### src/rtl/gemm_align_pkg.sv
// Shared lane geometry for the GEMM significand path: lane count, field widths and the
// all-ones offset used to mark zero lanes for the downstream shifter.
package gemm_align_pkg;

  localparam int unsigned LANES     = 4;
  localparam int unsigned EXP_W     = 3;
  localparam int unsigned SIG_W     = 3;
  localparam int unsigned EXP_BUS_W = LANES * EXP_W;
  localparam int unsigned SIG_BUS_W = LANES * SIG_W;

  localparam logic [EXP_W-1:0] ZERO_OFFSET = '1;

endpackage

### src/rtl/exp_max2.sv
// Two-input unsigned maximum; a lane flagged zero contributes exponent 0.
module exp_max2 #(
  parameter int unsigned W = 3
) (
  input  logic [W-1:0] i_a,
  input  logic [W-1:0] i_b,
  input  logic         i_a_zero,
  input  logic         i_b_zero,
  output logic [W-1:0] o_max
);

  logic [W-1:0] w_a;
  logic [W-1:0] w_b;

  assign w_a   = i_a_zero ? '0 : i_a;
  assign w_b   = i_b_zero ? '0 : i_b;
  assign o_max = (w_a > w_b) ? w_a : w_b;

endmodule

### src/rtl/exp_align_stage.sv
// Two-stage exponent-alignment front end: max exponent over non-zero lanes and per-lane shifts.
// Optional stall counter output enabled by EXP_ALIGN_STALL_CNT_EN.
module exp_align_stage
  import gemm_align_pkg::*;
#(
  parameter int unsigned EXP_WIDTH = EXP_W,
  parameter int unsigned SIG_WIDTH = SIG_W
) (
  input  logic                       clk,
  input  logic                       rst_n,
  input  logic                       in_valid,
  output logic                       in_ready,
  input  logic [LANES-1:0]           in_sign,
  input  logic [LANES*EXP_WIDTH-1:0] in_exp,
  input  logic [LANES*SIG_WIDTH-1:0] in_sig,
  output logic                       out_valid,
  input  logic                       out_ready,
  output logic [LANES*EXP_WIDTH-1:0] exp_offset_num,
  output logic [LANES*SIG_WIDTH-1:0] significand,
  output logic [LANES-1:0]           sign,
  output logic [LANES-1:0]           zero_mask,
  output logic [EXP_WIDTH-1:0]       max_exp
`ifdef EXP_ALIGN_STALL_CNT_EN
  ,
  output logic [15:0]                stall_cycles
`endif
);

  logic                       w_s2_adv;
  logic                       w_s1_adv;
  logic                       w_s1_load;
  logic                       w_s2_load;
  logic [LANES-1:0]           w_in_zero;
  logic [EXP_WIDTH-1:0]       w_m01;
  logic [EXP_WIDTH-1:0]       w_m23;
  logic [EXP_WIDTH-1:0]       w_max;
  logic [LANES*EXP_WIDTH-1:0] w_offset;
  logic [LANES*SIG_WIDTH-1:0] w_sig;
  logic [LANES-1:0]           w_sign;

  logic                       r_s1_valid;
  logic [LANES-1:0]           r_s1_sign;
  logic [LANES-1:0]           r_s1_zero;
  logic [LANES*EXP_WIDTH-1:0] r_s1_exp;
  logic [LANES*SIG_WIDTH-1:0] r_s1_sig;
  logic [EXP_WIDTH-1:0]       r_s1_m01;
  logic [EXP_WIDTH-1:0]       r_s1_m23;

  logic                       r_s2_valid;
  logic [LANES*EXP_WIDTH-1:0] r_s2_offset;
  logic [LANES*SIG_WIDTH-1:0] r_s2_sig;
  logic [LANES-1:0]           r_s2_sign;
  logic [LANES-1:0]           r_s2_zero;
  logic [EXP_WIDTH-1:0]       r_s2_max;

  // No skid buffer: in_ready depends combinationally on out_ready.
  assign w_s2_adv  = !r_s2_valid || out_ready;
  assign w_s1_adv  = !r_s1_valid || w_s2_adv;
  assign w_s1_load = in_valid && w_s1_adv;
  assign w_s2_load = r_s1_valid && w_s2_adv;
  assign in_ready  = w_s1_adv;

  always_comb begin
    w_in_zero = '0;
    for (int unsigned i = 0; i < LANES; i++) begin
      w_in_zero[i] = (in_exp[i*EXP_WIDTH +: EXP_WIDTH] == '0) &&
                     (in_sig[i*SIG_WIDTH +: SIG_WIDTH] == '0);
    end
  end

  exp_max2 #(.W(EXP_WIDTH)) u_max01 (
    .i_a      (in_exp[0 +: EXP_WIDTH]),
    .i_b      (in_exp[EXP_WIDTH +: EXP_WIDTH]),
    .i_a_zero (w_in_zero[0]),
    .i_b_zero (w_in_zero[1]),
    .o_max    (w_m01)
  );

  exp_max2 #(.W(EXP_WIDTH)) u_max23 (
    .i_a      (in_exp[2*EXP_WIDTH +: EXP_WIDTH]),
    .i_b      (in_exp[3*EXP_WIDTH +: EXP_WIDTH]),
    .i_a_zero (w_in_zero[2]),
    .i_b_zero (w_in_zero[3]),
    .o_max    (w_m23)
  );

  // Pair maxima are already zero-masked in S1.
  exp_max2 #(.W(EXP_WIDTH)) u_max_s2 (
    .i_a      (r_s1_m01),
    .i_b      (r_s1_m23),
    .i_a_zero (1'b0),
    .i_b_zero (1'b0),
    .o_max    (w_max)
  );

  always_comb begin
    w_offset = '0;
    w_sig    = '0;
    w_sign   = '0;
    for (int unsigned i = 0; i < LANES; i++) begin
      if (r_s1_zero[i]) begin
        w_offset[i*EXP_WIDTH +: EXP_WIDTH] = {EXP_WIDTH{1'b1}};
      end else begin
        w_offset[i*EXP_WIDTH +: EXP_WIDTH] = w_max - r_s1_exp[i*EXP_WIDTH +: EXP_WIDTH];
        w_sig[i*SIG_WIDTH +: SIG_WIDTH]    = r_s1_sig[i*SIG_WIDTH +: SIG_WIDTH];
        w_sign[i]                          = r_s1_sign[i];
      end
    end
  end

  always_ff @(posedge clk or negedge rst_n) begin
    if (!rst_n) begin
      r_s1_valid <= 1'b0;
      r_s1_sign  <= '0;
      r_s1_zero  <= '0;
      r_s1_exp   <= '0;
      r_s1_sig   <= '0;
      r_s1_m01   <= '0;
      r_s1_m23   <= '0;
    end else begin
      if (w_s1_adv) begin
        r_s1_valid <= in_valid;
      end
      if (w_s1_load) begin
        r_s1_sign <= in_sign;
        r_s1_zero <= w_in_zero;
        r_s1_exp  <= in_exp;
        r_s1_sig  <= in_sig;
        r_s1_m01  <= w_m01;
        r_s1_m23  <= w_m23;
      end
    end
  end

  always_ff @(posedge clk or negedge rst_n) begin
    if (!rst_n) begin
      r_s2_valid  <= 1'b0;
      r_s2_offset <= '0;
      r_s2_sig    <= '0;
      r_s2_sign   <= '0;
      r_s2_zero   <= '0;
      r_s2_max    <= '0;
    end else begin
      if (w_s2_adv) begin
        r_s2_valid <= r_s1_valid;
      end
      if (w_s2_load) begin
        r_s2_offset <= w_offset;
        r_s2_sig    <= w_sig;
        r_s2_sign   <= w_sign;
        r_s2_zero   <= r_s1_zero;
        r_s2_max    <= w_max;
      end
    end
  end

  assign out_valid      = r_s2_valid;
  assign exp_offset_num = r_s2_offset;
  assign significand    = r_s2_sig;
  assign sign           = r_s2_sign;
  assign zero_mask      = r_s2_zero;
  assign max_exp        = r_s2_max;

`ifdef EXP_ALIGN_STALL_CNT_EN
  logic [15:0] r_stall_cnt;

  always_ff @(posedge clk or negedge rst_n) begin
    if (!rst_n) begin
      r_stall_cnt <= '0;
    end else if (r_s2_valid && !out_ready && (r_stall_cnt != 16'hFFFF)) begin
      r_stall_cnt <= r_stall_cnt + 16'd1;
    end
  end

  assign stall_cycles = r_stall_cnt;
`endif

endmodule

### config.mk
export PLATFORM = sky130hd
export DESIGN_NAME = exp_align_stage
export DESIGN_NICKNAME = d
export VERILOG_FILES = /design/src/rtl/gemm_align_pkg.sv /design/src/rtl/exp_max2.sv /design/src/rtl/exp_align_stage.sv
export SDC_FILE = /design/constraint.sdc
export NUM_CORES = 1
export LEC_CHECK = 0
export CAP_MARGIN = 40
export CORE_MARGIN = 3
export CORE_UTILIZATION = 35
export DETAILED_ROUTE_END_ITERATION = 16
export SYNTH_ARGS = -nofsm -noshare
export SYNTH_HDL_FRONTEND = slang
export SYNTH_HIERARCHICAL = 1
export SYNTH_SLANG_ARGS = --single-unit
### constraint.sdc
create_clock -name clk -period 3.1 [get_ports clk]
set_clock_uncertainty 0.15 [all_clocks]
set_input_delay 0.31 -clock clk [delete_from_list [all_inputs] [get_ports clk]]
set_output_delay 0.31 -clock clk [all_outputs]
set_load 0.005 [all_outputs]
==> metrics.cfg, run 1 <==
[outcome]
status = finished, final reports clean

[placement]
gp_congestion = 0.806
place_ws_ns = -0.0999
numPortBuffers = 68
dp_hpwl_um = 5860

[worst_setup_path]
path_delay_family = adder cells
path_cells = nand2b_1 > inv_1 > ha_1 > and2b_1 > o21ai_1 > a32oi_2 > mux2i_1 > inv_2 > ha_1 > fa_1 > xor2_1 > xnor2_1 > a31oi_1
critical_path_class = register to register
start_kind = register
cp_slowest_stage_delay_ns = 0.38
path_depth = 13
critPathCaptureType = register
crit_top_cell = ha_1
crit_buf_inv = 2
cp.required_ns = 3.17
crit_path_max_fanout = 4
critPathArrivalTime_ns = 3.04
rr_worst_depth = 13
critPathSlowestCell = dfrtp_1

[synth]
synthCells = 285
yosysWarnings = 6
syn_area_um2 = 3740
synth_cell_type_count = 28
syn_area_per_cell_um2 = 13.1
synth_seq_area_share_pct = 50.1
ys_seq_elements = 75

[sta]
slew_viol_final = 0
setup_violations = 0
fin_ws_ns = 0.124
min_period_ns = 2.98
max_freq_mhz = 336
worstMarginPinSlew_ns = 0.461
period_share_pct = 96.0
fin_setup_tns_ns = 0
slew_headroom_pct = 68.4
hold_viol = 0

[layout]
fin_util_pct = 47.5
diodes = 0
nNetsFinal = 423
layout_commonest_cell = dfrtp_1
syn_to_final_growth_pct = 31.6
most-common-layout-cells = dfrtp_1, clkdlybuf4s50_1, mux2_2, nand2b_1, mux2_4
drive_gt1_share_pct = 28.6

[grt]
grt_use_total_pct = 14.4
overflow = 0
antenna_found_initial = 0
grt_max_degree = 40
grt_pass1_wl_um = 13300
grt_pass1_vias = 2564

[cts]
cts_root_buf = clkbuf_8
cts_tree = done
clock_path_buffers = 2
path_clk_slew_ns = 0.08
ctsHtreeMaxLevel = 3
clk-insertion-delay-late_ns = 0.35
cts.sinks = 75
cts_buffers = 9

[die]
dieArea_um2 = 12000
core_area_um2 = 10400
rows = 37
io_pins = 69
die_y_um = 109
die_w_um = 109
start_util_pct = 36.1

[power]
leakage_nw = 2.18
ir_drop_mv = 0.249
finalPower_mw = 3.20
p_per_area_nw_per_um2 = 649

[detailed_routing]
detail-route-antenna-nets = 0
viasPerCell = 4.74
dr.pass1.iters = 4
wirelength_um = 8220
routedWlPerCell_um = 16.0
first_iter_violations = 86
num_vias = 2431
drcViolationCount = 0

[run]
cap_viol_max_count = 0

[min_path]
holdCritPathClass = input port to async pin

-- flip-flops by register name, indices dropped and copies added, names as in the netlist --
| register | flops |
|---|---|
| exp_offset_num | 12 |
| r_s1_exp | 12 |
| r_s1_sig | 12 |
| significand | 12 |
| r_s1_sign | 4 |
| r_s1_zero | 4 |
| sign | 4 |
| zero_mask | 4 |
| max_exp | 3 |
| r_s1_m01 | 3 |
| r_s1_m23 | 3 |
| out_valid | 1 |
| r_s1_valid | 1 |
-- cells by family after synthesis --
| kind of cell | count (synthesis) | share of synthesized area (%) |
|---|---|---|
| other | 1 | 0.100 |
| muxes | 54 | 17.9 |
| AOI/OAI and AO/OA | 62 | 12.3 |
| buffers and inverters | 32 | 4.55 |
| xor gates and xnor gates | 8 | 1.87 |
| adders and majority gates | 17 | 6.48 |
| and+or+nand+nor | 36 | 6.65 |
| DFF | 75 | 50.1 |
-- metrics by stage --
| stage | instance area, µm² | instances | hold slack (ns) |
|---|---|---|---|
| after detailed placement | 4640 | 494 | 0.162 |
| final | 4930 | 513 | 0.309 |
| after global placement | 4620 | 493 | 0.337 |
| after global routing | 4930 | 513 | 0.355 |
| after CTS | 4880 | 509 | 0.319 |
| after floorplan | 3760 | 290 | -0.136 |
-- layer usage --
layer	share of wire, %	up-vias	wire (µm)	GRT usage (%)
met2	46	43	3740	21.6
met4	1.5	0	123	5.08
met3	3.6	12	293	2.58
met1	49	1192	4060	21.0
met5	0	-	0	0
li1	-	1184	-	-
-- repair_timing --
action	CTS	global route
hold endpoints to repair	36	0
setup buffers	0	4
endpoints found under the setup margin	0	4
gates resized for setup	0	6
hold buffers	1	0
-- Yosys cell counts (all sizes together) --
cell type,instances,share of area [%]
nand3b,1,0.30
mux2,45,16
ha,13,4.3
a31o,16,3.7
or4,4,0.80
clkbuf,4,0.40
and2b,3,0.60
nor3,4,1.1
a21boi,16,3.2
xnor2,4,0.94
nand2b,21,3.5
xor2,4,0.94
dfrtp,75,50
buf,10,2.3
a31oi,12,2.0
conb,1,0.10
a21oi,12,1.6
nand2,2,0.20
fa,4,2.1
inv,18,1.8
a32oi,3,1.3
mux2i,9,2.4
o21ai,3,0.40
and2,1,0.17
-- report_power, final --
group	switching (mW)	total, mW	internal (mW)
clock network	0.355	0.881	0.526
registers	0.119	1.30	1.18
logic	0.392	1.01	0.622
-- area by class of cell --
cell class	count	area (µm²)
Clock buffer	9	124
Clock inverter	5	104
Fill cell	939	5440
Inverter	18	67.6
Multi-Input combinational cell	183	1740
Sequential cell	75	1880
Tap cell	136	170
Timing Repair Buffer	87	848
-- worst reg2reg max path: stages, from the launching register on --
cell      delay, ns
dfrtp_1        0.38
nand2b_1       0.09
inv_1          0.05
ha_1           0.29
and2b_1        0.13
o21ai_1        0.07
a32oi_2        0.24
mux2i_1        0.31
inv_2          0.13
ha_1           0.23
fa_1           0.37
xor2_1         0.18
xnor2_1        0.14
a31oi_1        0.09
-- path summary, 6_finish.rpt --
kind,start,end,slack (ns)
setup / recovery,r_s1_m01[1]$_DFFE_PN0P_,exp_offset_num[2]$_DFFE_PN0P_,0.12
hold / removal,rst_n,significand[0]$_DFFE_PN0P_,0.31
setup reg to reg,r_s1_m01[1]$_DFFE_PN0P_,exp_offset_num[2]$_DFFE_PN0P_,0.12
hold reg to reg,r_s1_m23[1]$_DFFE_PN0P_,r_s1_m23[1]$_DFFE_PN0P_,0.36
max in group asynchronous,rst_n,r_s1_m23[2]$_DFFE_PN0P_,1.91
min in group clk,r_s1_m23[1]$_DFFE_PN0P_,r_s1_m23[1]$_DFFE_PN0P_,0.36
Note: power is estimated with default switching activity, not from simulation.
==> inputs of run 2 (changes only) <==
--- a/config.mk
+++ b/config.mk
@@ -9,6 +9,7 @@
 export CORE_MARGIN = 3
 export CORE_UTILIZATION = 35
 export DETAILED_ROUTE_END_ITERATION = 16
+export PLACE_DENSITY_LB_ADDON = 0.08
 export SYNTH_ARGS = -nofsm -noshare
 export SYNTH_HDL_FRONTEND = slang
 export SYNTH_HIERARCHICAL = 1
==> constraint.sdc (replaced) <==
create_clock -name clk -period 3.35 [get_ports clk]
set_clock_uncertainty 0.15 [all_clocks]
set_input_delay 0.335 -clock clk [delete_from_list [all_inputs] [get_ports clk]]
set_output_delay 0.335 -clock clk [all_outputs]
set_load 0.005 [all_outputs]
==> metrics.cfg, run 2 (synthesis results as in run 1) <==
[sta]
hold_ws_ns = 0.340  ; +0.0310 ns
worstMarginPinSlew_ns = 0.623  ; +0.161 ns
fin_setup_tns_ns = 0  ; unchanged
period_share_pct = 93.0  ; -3.0 points
max_freq_mhz = 321  ; -4.5%
min_period_ns = 3.12  ; +0.141 ns
rsz0062_at_grt = false
setup_violations = 0  ; unchanged
slew_headroom_pct = 58.3  ; -10 points
slew_viol_final = 0  ; unchanged
hold_viol = 0  ; unchanged

[detailed_routing]
first_iter_violations = 63  ; -27%
num_vias = 2464  ; +1.4%
viasPerCell = 4.89  ; +3.2%
detail-route-antenna-nets = 0  ; unchanged
routedWlPerCell_um = 16.8  ; +4.6%
dr.pass1.iters = 4  ; unchanged
drcViolationCount = 0  ; unchanged
wirelength_um = 8440  ; +2.8%

[die]
die_y_um = 109  ; unchanged
start_util_pct = 36.1  ; unchanged
io_pins = 69  ; unchanged
dieArea_um2 = 12000  ; unchanged
rows = 37  ; unchanged
core_area_um2 = 10400  ; unchanged
die_w_um = 109  ; unchanged

[grt]
grt_use_total_pct = 15.2  ; +0.77 points
grt_pass1_wl_um = 13900  ; +4.2%
overflow = 0  ; unchanged
grt_pass1_vias = 2689  ; +4.9%
grt_max_degree = 40  ; unchanged
antenna_found_initial = 0  ; unchanged

[placement]
dp_hpwl_um = 6070  ; +3.5%
dpl.cell_count = 487  ; -1.4%
numPortBuffers = 68  ; unchanged
gp_congestion = 0.779  ; -3.4%

[layout]
most-common-layout-cells = dfrtp_1, clkdlybuf4s50_1, mux2_2, nand2b_1, mux2_4
syn_to_final_growth_pct = 29.2
diodes = 0  ; unchanged
drive_gt1_share_pct = 25.3  ; -3.4 points
num-fill-cells = 985  ; +4.9%
layout_commonest_cell = dfrtp_1
fin_util_pct = 46.7  ; -0.84 points
nNetsFinal = 412  ; -2.6%
instances_no_fill = 504  ; -1.8%

[worst_setup_path]
cp.required_ns = 3.41  ; +0.24 ns
critPathCaptureType = register
critPathArrivalTime_ns = 3.18  ; +0.14 ns
crit_path_max_fanout = 4  ; unchanged
r2r_slack_ns = 0.23  ; +0.11 ns
critical_path_class = register to register
start_kind = register

[power]
ir_drop_mv = 0.267  ; +7.5%
leakage_nw = 2.13  ; -2.1%
finalPower_mw = 2.95  ; -7.8%
p_per_area_nw_per_um2 = 610  ; -6.1%

[cts]
clk-insertion-delay-late_ns = 0.35  ; about the same
postCtsSetupBuffers = 0  ; unchanged
cts-resized-gates = 0  ; unchanged
cts_tree = done
clock_path_buffers = 2  ; unchanged
cts.sinks = 75  ; unchanged
ctsHtreeMaxLevel = 3  ; unchanged
path_clk_slew_ns = 0.08  ; about the same
hold_buffers = 1  ; unchanged
cts_buffers = 9  ; unchanged
cts_root_buf = clkbuf_8

[run]
cap_viol_max_count = 0  ; unchanged

[outcome]
status = finished, final reports clean

[min_path]
holdCritPathClass = input port to async pin

## run 2: cell types whose count changed in the layout (fill, tap and decap cells not counted), sizes merged
cell    delta
inv        +1
clkbuf     +1
buf       -11
## run 2: routing by layer
layer,vias up,wire length (µm),track usage [%]
met5,-,0,0
met4,0,127,5.34
li1,1165,-,-
met1,1246,4050,21.1
met2,43,3940,24.0
met3,10,316,2.70
## run 2: final timing paths
kind                       cells after the start                             to                    start
setup / recovery                              13  exp_offset_num[5]$_DFFE_PN0P_  r_s1_m01[1]$_DFFE_PN0P_
hold / removal                                 2     significand[1]$_DFFE_PN0P_                    rst_n
setup reg to reg                              13  exp_offset_num[5]$_DFFE_PN0P_  r_s1_m01[1]$_DFFE_PN0P_
hold reg to reg                                1     significand[1]$_DFFE_PN0P_  r_s1_sig[1]$_DFFE_PN0P_
max in group asynchronous                      3         max_exp[1]$_DFFE_PN0P_                    rst_n
min in group clk                               1     significand[1]$_DFFE_PN0P_  r_s1_sig[1]$_DFFE_PN0P_
## run 2: power by group
part / leakage, nW / switching (mW) / total [mW] / internal, mW
sequential: 0.897 / 0.113 / 1.21 / 1.10
clock: 0.121 / 0.352 / 0.850 / 0.498
combinational: 1.11 / 0.348 / 0.891 / 0.544
## run 2: final cells by class
class	count	area (µm²)	share of cell area, %
Clock buffer	10	128	2.64
Clock inverter	6	113	2.33
Inverter	18	67.6	1.40
Multi-Input combinational cell	183	1720	35.5
Sequential cell	75	1880	38.8
Tap cell	136	170	3.52
Timing Repair Buffer	76	766	15.8
## run 2: metrics by stage
step | worst slack, ns | instance area [µm²]
after global routing | 0.0338 | 4840
after detailed placement | 0.0706 | 4590
final | 0.234 | 4840
after global placement | 0.150 | 4570
after floorplan | 0.610 | 3760
after CTS | 0.193 | 4840
## run 2: critical path: stages, from the launching register on
cell      delay (ns)
dfrtp_1         0.38
nand2b_1        0.11
inv_1           0.05
ha_1            0.30
and2b_1         0.13
o21ai_1         0.07
a32oi_2         0.28
mux2i_1         0.27
inv_1           0.17
ha_1            0.25
fa_1            0.37
xor2_1          0.21
xnor2_1         0.15
a31oi_1         0.10
==> inputs of run 3 (changes only) <==
--- a/config.mk
+++ b/config.mk
@@ -6,6 +6,7 @@
 export NUM_CORES = 1
 export LEC_CHECK = 0
 export CAP_MARGIN = 40
+export CORE_ASPECT_RATIO = 1.5
 export CORE_MARGIN = 3
 export CORE_UTILIZATION = 35
 export DETAILED_ROUTE_END_ITERATION = 16
==> metrics.cfg, run 3 (synthesis results as in run 1) <==
[outcome]
status = finished, final reports clean

[cts]
cts_tree = done
cts_buffers = 9  ; unchanged
cts.sinks = 75  ; unchanged
cts-resized-gates = 0  ; unchanged
clk-insertion-delay-late_ns = 0.33  ; -0.02 ns
path_clk_slew_ns = 0.06  ; -0.02 ns
clock_path_buffers = 2  ; unchanged
ctsHtreeMaxLevel = 3  ; unchanged
cts_root_buf = clkbuf_16

[grt]
grt_pass1_vias = 2574  ; -4.3%
grt_pass1_wl_um = 14100  ; +1.4%
grt_max_degree = 46  ; +15%
antenna_found_initial = 0  ; unchanged
overflow = 0  ; unchanged
grt_use_total_pct = 15.1  ; -0.11 points

[layout]
fin_util_pct = 47.8  ; +1.1 points
nNetsFinal = 411  ; -0.24%
ff_latch_area_um2 = 1880  ; unchanged
multi_input_comb_area_um2 = 1720  ; unchanged
most-common-layout-cells = dfrtp_1, clkdlybuf4s50_1, mux2_2, nand2b_1, mux2_4
diodes = 0  ; unchanged
drive_gt1_share_pct = 25.1  ; -0.20 points
num-fill-cells = 939  ; -4.7%
syn_to_final_growth_pct = 31.5
layout_commonest_cell = dfrtp_1

[worst_setup_path]
path_cells = nand2b_1 > inv_1 > ha_1 > and2b_1 > o21ai_1 > a32oi_2 > mux2i_1 > inv_1 > ha_1 > fa_1 > xor2_1 > xnor2_1 > a31oi_1
cp_slowest_stage_delay_ns = 0.38  ; about the same
cp.required_ns = 3.39  ; -0.02 ns
critPathSlowestCell = dfrtp_1
critical_path_class = register to register
crit_path_max_fanout = 4  ; unchanged
critPathArrivalTime_ns = 3.06  ; -0.12 ns
start_kind = register
critPathCaptureType = register

[placement]
dp_hpwl_um = 5980  ; -1.5%
numPortBuffers = 68  ; unchanged
gp_congestion = 0.786  ; +0.92%

[die]
rows = 45  ; +22%
core_area_um2 = 10300  ; -0.64%
die_y_um = 133  ; +21%
io_pins = 69  ; unchanged
die_w_um = 90.4  ; -17%
dieArea_um2 = 12000  ; +0.22%
start_util_pct = 36.3  ; +0.23 points

[power]
ir_drop_mv = 0.260  ; -2.9%
seqPwrFrac_pct = 38.2  ; -2.8 points
leakage_nw = 2.16  ; +1.5%
power.share.combinational_pct = 28.3  ; -1.9 points
p_sw_share_pct = 26.0  ; -1.6 points
clockPowerShare_pct = 33.5  ; +4.7 points
internal-power_mw = 2.33  ; +9.2%
switchingPower_mw = 0.819  ; +0.75%
p_per_area_nw_per_um2 = 641  ; +5.0%

[min_path]
holdCritPathClass = input port to async pin

[sta]
hold_viol = 0  ; unchanged
max_freq_mhz = 331  ; +3.1%
setup_violations = 0  ; unchanged
rsz0062_at_grt = false
min_period_ns = 3.02  ; -0.0951 ns
slew_viol_final = 0  ; unchanged
slew_headroom_pct = 56.5  ; -1.9 points
worstMarginPinSlew_ns = 0.653  ; +0.0302 ns
period_share_pct = 90.2  ; -2.8 points
fin_setup_tns_ns = 0  ; unchanged

[detailed_routing]
drcViolationCount = 0  ; unchanged
first_iter_violations = 73  ; +16%
viasPerCell = 4.74  ; -3.0%
detail-route-antenna-nets = 0  ; unchanged
dr.pass1.iters = 4  ; unchanged
wirelength_um = 8400  ; -0.49%
routedWlPerCell_um = 16.5  ; -1.3%
num_vias = 2410  ; -2.2%

[run]
cap_viol_max_count = 0  ; unchanged

## run 3: changes by cell type in the layout (fill, tap and decap cells not counted)
cell        previous run  this run
clkinvlp_4             0         1
bufinv_16              3         2
buf_16                 0         1
clkbuf_8               9         2
clkinv_4               1         0
buf_12                 2         0
inv_6                  1         0
clkbuf_16              0         9
## run 3: power by group through the flow
stage | combinational, mW | sequential [mW] | clock (mW)
after CTS | 0.914 | 1.21 | 1.08
after floorplan | 0.479 | 1.21 | 0
after global routing | 0.988 | 1.23 | 1.12
final | 0.891 | 1.21 | 1.06
after global placement | 0.892 | 1.22 | 0
after detailed placement | 0.910 | 1.22 | 0
## run 3: worst max-delay path: cells and delay by family, from the launching register on
kind,cells,cell delay (ns)
adder cells (fa/ha/maj),3,0.90
AO/OA/AOI/OAI,3,0.43
flip-flops,1,0.38
XOR/XNOR,2,0.34
multiplexers,1,0.27
buffers and inverters,2,0.21
AND/OR/NAND/NOR,2,0.21
## run 3: timing repair
action,4_1_cts,5_1_grt
hold endpoints to repair,30,0
setup buffers,0,0
hold buffers,1,0
## run 3: path summary, 6_finish.rpt
kind	cells after the start	from	slack, ns	endpoint
worst max-delay path	13	r_s1_m01[1]$_DFFE_PN0P_	0.33	exp_offset_num[11]$_DFFE_PN0P_
worst min-delay path	2	rst_n	0.35	significand[4]$_DFFE_PN0P_
worst max register to register	13	r_s1_m01[1]$_DFFE_PN0P_	0.33	exp_offset_num[11]$_DFFE_PN0P_
worst min register to register	1	max_exp[1]$_DFFE_PN0P_	0.35	max_exp[1]$_DFFE_PN0P_
max in group asynchronous	3	rst_n	2.14	exp_offset_num[11]$_DFFE_PN0P_
min in group clk	1	max_exp[1]$_DFFE_PN0P_	0.35	max_exp[1]$_DFFE_PN0P_
## run 3: final cells by class
| cell class | count | share of cell area [%] |
|---|---|---|
| inverters | 18 | 1.37 |
| multi-input cells | 183 | 34.9 |
| flip-flops and latches | 75 | 38.1 |
| clock buffers | 12 | 5.21 |
| clock inverters | 4 | 1.47 |
| well taps | 141 | 3.59 |
| repair buffers | 75 | 15.3 |
## run 3: metal layers
layer	GRT usage (%)	vias up	wire length, µm
met5	0	-	0
met4	5.88	0	131
met3	3.01	6	271
met2	24.0	47	4050
met1	20.3	1188	3940
li1	-	1169	-
## run 3: stage by stage
step	cells	cell area [µm²]	hold WS [ns]	setup slack (ns)	total power, mW
floorplan	290	3760	-0.111	0.610	1.69
global placement	490	4550	0.338	0.107	2.11
detailed placement	491	4580	0.168	0.0492	2.13
CTS	508	4920	0.360	0.233	3.20
global route	508	4920	0.374	0.0381	3.34
finish	508	4920	0.346	0.329	3.15
